--- config.mk ---
export PLATFORM = sky130hd
export DESIGN_NAME = mem_port_arbiter
export DESIGN_NICKNAME = d
export VERILOG_FILES = /design/src/rtl/mem_port_arbiter.sv
export SDC_FILE = /design/constraint.sdc
export NUM_CORES = 1
export LEC_CHECK = 0
export ABC_CLOCK_PERIOD_IN_PS = 2000
export BUFFER_PORTS_ARGS = -buffer_cell sky130_fd_sc_hd__buf_2
export CAP_MARGIN = 40
export CORE_AREA = 5 5 261 263
export CTS_CLUSTER_DIAMETER = 30
export DETAILED_ROUTE_END_ITERATION = 7
export DIE_AREA = 0 0 266 268
export SKIP_LAST_GASP = 1
export SLEW_MARGIN = 10
export SYNTH_ARGS = -nofsm -noshare
export SYNTH_HDL_FRONTEND = slang
export SYNTH_SLANG_ARGS = --single-unit
--- constraint.sdc ---
create_clock -name clk -period 2 [get_ports clk]
set_input_delay 0.2 -clock clk [delete_from_list [all_inputs] [get_ports clk]]
set_output_delay 0.2 -clock clk [all_outputs]
set_load 0.01 [all_outputs]
--- src/rtl/mem_port_arbiter.sv ---
// mem_port_arbiter
//   Shares one block-wide memory port between two cache requesters
//   (port 0 = I-cache, port 1 = D-cache). It uses round-robin arbitration and
//   allows one memory transaction in flight at a time. It pulses a one-cycle
//   ready to the served port and runs a watchdog on the memory response.
//
// Ports
//   clk, rst              clock (rising edge); asynchronous active-low reset
//   req0/1, wr0/1         request (held until rdy) and write select per port
//   addr0/1, wdata0/1     block address / write block per port
//   rdy0/1                one-cycle completion pulse to the granted port
//   rdata                 last read block, held until the next read completes
//   Req_Low, Wr_Low       memory request / write enable (high only in ISSUE)
//   A_Low, DO_Low         memory address / write data (latched copy)
//   DI_Low, Rdy_Low       memory read data / one-cycle completion
//   busy                  high while a transaction is being handled
//   err                   sticky watchdog-abort flag, cleared only by reset
//   state_dbg             current FSM state (IDLE=0, ISSUE=1, RESP=2)
//
// Handshake: a requester raises reqN and holds reqN, wrN, addrN and wdataN
// stable until it sees rdyN high for one cycle. rdyN is a pure pulse with no
// back-pressure. On the memory side, Req_Low stays high until Rdy_Low
// arrives or the watchdog expires. Rdy_Low is honoured only while Req_Low is high.

module mem_port_arbiter #(
  parameter int BLOCK_W = 128,
  parameter int ADDR_W  = 10,
  parameter int TIMEOUT = 255
) (
  input  logic               clk,
  input  logic               rst,
  input  logic               req0,
  input  logic               req1,
  input  logic               wr0,
  input  logic               wr1,
  input  logic [ADDR_W-1:0]  addr0,
  input  logic [ADDR_W-1:0]  addr1,
  input  logic [BLOCK_W-1:0] wdata0,
  input  logic [BLOCK_W-1:0] wdata1,
  output logic               rdy0,
  output logic               rdy1,
  output logic [BLOCK_W-1:0] rdata,
  output logic               Req_Low,
  output logic               Wr_Low,
  output logic [ADDR_W-1:0]  A_Low,
  output logic [BLOCK_W-1:0] DO_Low,
  input  logic [BLOCK_W-1:0] DI_Low,
  input  logic               Rdy_Low,
  output logic               busy,
  output logic               err,
  output logic [1:0]         state_dbg
);

  typedef enum logic [1:0] {
    IDLE  = 2'd0,
    ISSUE = 2'd1,
    RESP  = 2'd2
  } state_t;

  // This is the wd_cnt value at the start of the last ISSUE cycle that is
  // allowed. ISSUE therefore lasts at most TIMEOUT cycles.
  localparam logic [7:0] WD_LAST = 8'(TIMEOUT - 1);

  state_t             state;
  logic               gnt;
  logic               wr_q;
  logic               rr_ptr;
  logic [1:0]         holdoff;
  logic [7:0]         wd_cnt;
  logic [ADDR_W-1:0]  addr_q;
  logic [BLOCK_W-1:0] wdata_q;

  logic [1:0] elig;
  logic       pick;

  // The port that was just served sits out one IDLE cycle. This lets the
  // other port win even when rr_ptr would otherwise be ignored.
  always_comb begin
    elig = {req1, req0} & ~holdoff;
    pick = 1'b0;
    if (elig == 2'b11) pick = rr_ptr;
    else               pick = ~elig[0];
  end

  always_ff @(posedge clk or negedge rst) begin
    if (!rst) begin
      state   <= IDLE;
      gnt     <= 1'b0;
      wr_q    <= 1'b0;
      rr_ptr  <= 1'b0;
      holdoff <= 2'b00;
      wd_cnt  <= 8'd0;
      addr_q  <= '0;
      wdata_q <= '0;
      rdata   <= '0;
      err     <= 1'b0;
    end else begin
      case (state)
        IDLE: begin
          holdoff <= 2'b00;
          if (elig != 2'b00) begin
            gnt     <= pick;
            wr_q    <= pick ? wr1 : wr0;
            addr_q  <= pick ? addr1 : addr0;
            wdata_q <= pick ? wdata1 : wdata0;
            wd_cnt  <= 8'd0;
            state   <= ISSUE;
          end
        end
        ISSUE: begin
          if (Rdy_Low) begin
            if (!wr_q) rdata <= DI_Low;
            state <= RESP;
          end else if (wd_cnt == WD_LAST) begin
            err   <= 1'b1;
            state <= RESP;
          end else begin
            wd_cnt <= wd_cnt + 8'd1;
          end
        end
        RESP: begin
          rr_ptr  <= ~gnt;
          holdoff <= gnt ? 2'b10 : 2'b01;
          state   <= IDLE;
        end
        default: state <= IDLE;
      endcase
    end
  end

  // The outputs below decode registered state only, so they are glitch-free.
  // Because state is cleared asynchronously, they also drop as soon as
  // reset is asserted.
  assign Req_Low   = (state == ISSUE);
  assign Wr_Low    = (state == ISSUE) & wr_q;
  assign A_Low     = addr_q;
  assign DO_Low    = wdata_q;
  assign rdy0      = (state == RESP) & ~gnt;
  assign rdy1      = (state == RESP) & gnt;
  assign busy      = (state != IDLE);
  assign state_dbg = state;

endmodule

==> results.py <==
metrics = {
    "sta": {
        "layout_worst_path_cycle_share_pct": 92.0,
        "rsz0062_at_grt": "false",
        "fmax_ghz": 0.544,
        "worst_pin_slew_ns": 0.655,
        "fin_crit_ns": 1.84,
        "timing.slew.headroom_pct": 56.3,
        "finalSetupTns_ns": 0,
        "maxSlewViolCount": 0,
        "setup_violations": 0,
        "finalHoldViolations": 0,
        "whs_ns": 0.0623,
        "skew_ns": 0.0215,
    },
    "detailed_routing": {
        "drt_pre_antenna_iters": 4,
        "wire_per_inst_um": 17.0,
        "vias": 12166,
        "final_antenna_net_count": 0,
        "post_drt_via_cell_ratio": 4.00,
        "drt-total-wl_um": 51800,
        "drc": 0,
        "drt_iter0_drc": 480,
    },
    "synthesis": {
        "synth_edf_count": 0,
        "yosys.area_share.simple_pct": 5.98,
        "synth_cell_type_count": 39,
        "synth-seq-area-share_pct": 58.6,
        "synthAdderAreaFrac_pct": 0.208,
        "postSynthCellCount": 949,
        "synth_seq_cells": 282,
        "synth.area.top_cells": "dfrtp_1 59%, mux2i_1 12%, mux2_2 11%, nand2_1 4.5%, o21ai_1 4.2%",
        "synth_compound_area_share_pct": 6.96,
        "yosysTopAreaCellShare_pct": 58.6,
        "synth_common_cells": "282 x dfrtp_1, 144 x nand2_1, 139 x mux2i_1",
        "synth.most_common_cell": "dfrtp_1",
        "yosysTopAreaCell": "dfrtp_1",
        "avgSynthCellArea_um2": 12.7,
        "ys.flop_type": "dfrtp_1",
        "synthMuxAreaShare_pct": 23.5,
        "synth_xor_area_share_pct": 0.145,
        "syn_nets": 1362,
        "yosys_warnings": 0,
        "synth_top_family_by_area": "multiplexers",
        "async_flop_share_pct": 100,
        "netlist_area_mm2": 0.0120,
    },
    "cts": {
        "cts_buffer_depth": 3,
        "cts_buffers": 70,
        "cts.sinks": 282,
        "clock_latency_ns": 0.58,
        "clockRootBuffer": "clkbuf_16",
        "postCtsSetupBuffers": 0,
        "cts.clk_slew.worst_paths_ns": 0.04,
        "cts_tree": "yes",
        "cts.htree.levels": 3,
    },
    "cells_and_area": {
        "syn_to_final_growth_pct": 94.1,
        "drive_gt1_share_pct": 46.1,
        "fill_cells": 6177,
        "fin_util_pct": 35.7,
        "fin_area_mm2": 0.0234,
        "final_nets": 2529,
    },
    "pwr": {
        "clkPwrFrac_pct": 35.0,
        "p_leak_nw": 11.4,
        "power.share.sequential_pct": 28.7,
        "p_total_mw": 35.3,
        "sw_frac_of_total_pct": 34.1,
        "power_frac_comb_pct": 36.3,
        "peakVddDrop_uv": 719,
        "p_int_mw": 23.3,
        "p_per_area_mw_per_mm2": 1510,
        "p_sw_mw": 12.0,
    },
    "die": {
        "die_area_mm2": 0.0713,
        "die_x_um": 266,
        "start_util_pct": 18.4,
        "fp-row-count": 94,
        "ios": 685,
        "dieHeight_um": 268,
        "core-area_mm2": 0.0654,
    },
    "placement": {
        "place.gp.congestion": 0.953,
        "placed_area_mm2": 0.0167,
        "place_hpwl_um": 35400,
        "port_buffers": 684,
    },
    "grt": {
        "grt_max_degree": 97,
        "grt_use_total_pct": 13.8,
        "grt_pass1_wl_um": 76500,
        "grt_pass1_vias": 13722,
        "antenna_found_initial": 5,
        "grt_overflow": 0,
    },
    "hold_path": {
        "worstHoldStart": "wdata0[29]",
        "hp-class": "in2reg",
    },
    "worst_setup_path": {
        "r2r-start": "state_dbg[1]",
        "endpoint_kind": "output port",
        "crit_arrival_ns": 1.64,
        "startpoint_type": "flop",
        "rrSetupSlack_ns": 0.19,
        "critPathMaxFanout": 6,
        "worstSetupPathType": "reg2out",
        "cp-startpoint": "state_dbg[0]",
        "required_ns": 1.80,
    },
    "run": {
        "maxCapViolCount": 0,
    },
    "run_status": {
        "outcome": "completed",
    },
}
-- final cells by class --
type	instances	area, um2	share of cell area (%)
repair buffers	1157	8150	34.9
flip-flops and latches	282	7060	30.2
multi-input cells	602	4450	19.0
clock buffers	87	1960	8.38
well taps	864	1080	4.63
clock inverters	42	659	2.82
inverters	3	11.3	0.0482
diodes	3	7.51	0.0321
-- routing by layer --
metal / global-route usage (%) / wire (um) / up-vias
li1: - / - / 5677
met1: 13.4 / 17400 / 5687
met2: 23.8 / 25400 / 639
met3: 7.31 / 6580 / 157
met4: 7.25 / 2340 / 6
met5: 0 / 29 / -
-- cells in the final DEF (no fill, tap or decap), types with 4 or more instances in the layout --
cell and instances:
buf_4 56, clkinv_2 13, mux2i_1 139, mux2_2 118
dfrtp_1 282, dlygate4sd3_1 405, clkbuf_16 72, bufinv_16 14
clkinv_4 4, o21ai_0 45, clkbuf_1 5, o21ai_1 100
nand2_1 144, a21o_1 5, nand3_1 9, clkbuf_8 10
clkinvlp_4 4, mux2_1 10, buf_2 683, buf_12 12
-- through the flow --
| stage | std cells | worst slack [ns] |
|---|---|---|
| final | 3040 | 0.160 |
| after global routing | 3038 | 0.0371 |
| after CTS | 3037 | 0.0758 |
| after detailed placement | 2503 | 0.169 |
| after global placement | 2503 | 0.188 |
| after floorplan | 949 | 0.366 |
-- path summary, 6_finish.rpt --
kind,end,depth (start not counted)
max reg2reg,rdata[73],4
min reg2reg,err,1
max,rdy0,4
max in group asynchronous,rdata[92],3
min,DO_Low[29],3
min in group asynchronous,DO_Low[42],2
-- cell families after synthesis --
logic type / after synthesis
adder cells (fa/ha/maj): 2
multiplexers: 267
AO/OA/AOI/OAI: 158
AND/OR/NAND/NOR: 173
flip-flops: 282
buffers and inverters: 65
XOR/XNOR: 2
-- timing repair --
| item | in CTS | in global routing |
|---|---|---|
| endpoints found under the setup margin | 1 | 0 |
| endpoints found under the hold margin | 317 | 0 |
| hold buffers | 405 | 0 |
| gates resized for setup | 1 | 0 |
-- critical path, stage by stage, from the launching register on --
cell,delay [ns]
dfrtp_1,0.37
buf_4,0.16
nand2b_1,0.18
nor2_2,0.17
buf_2,0.18
-- registers in the layout (all words and copies together) (netlist names) --
register and flops:
A_Low 10, DO_Low 128, err 1, gnt 1, holdoff 2, rdata 128
rr_ptr 1, state_dbg 2, wd_cnt 8, wr_q 1
-- power groups by stage --
stage / logic [mW] / registers (mW) / clock network [mW]
floorplan: 5.49 / 11.3 / 0
global placement: 11.8 / 10.1 / 0
detailed placement: 12.2 / 10.1 / 0
CTS: 12.8 / 10.1 / 12.7
global route: 14.0 / 10.5 / 13.0
finish: 12.8 / 10.1 / 12.4
Power figures use the tool's default switching activity.
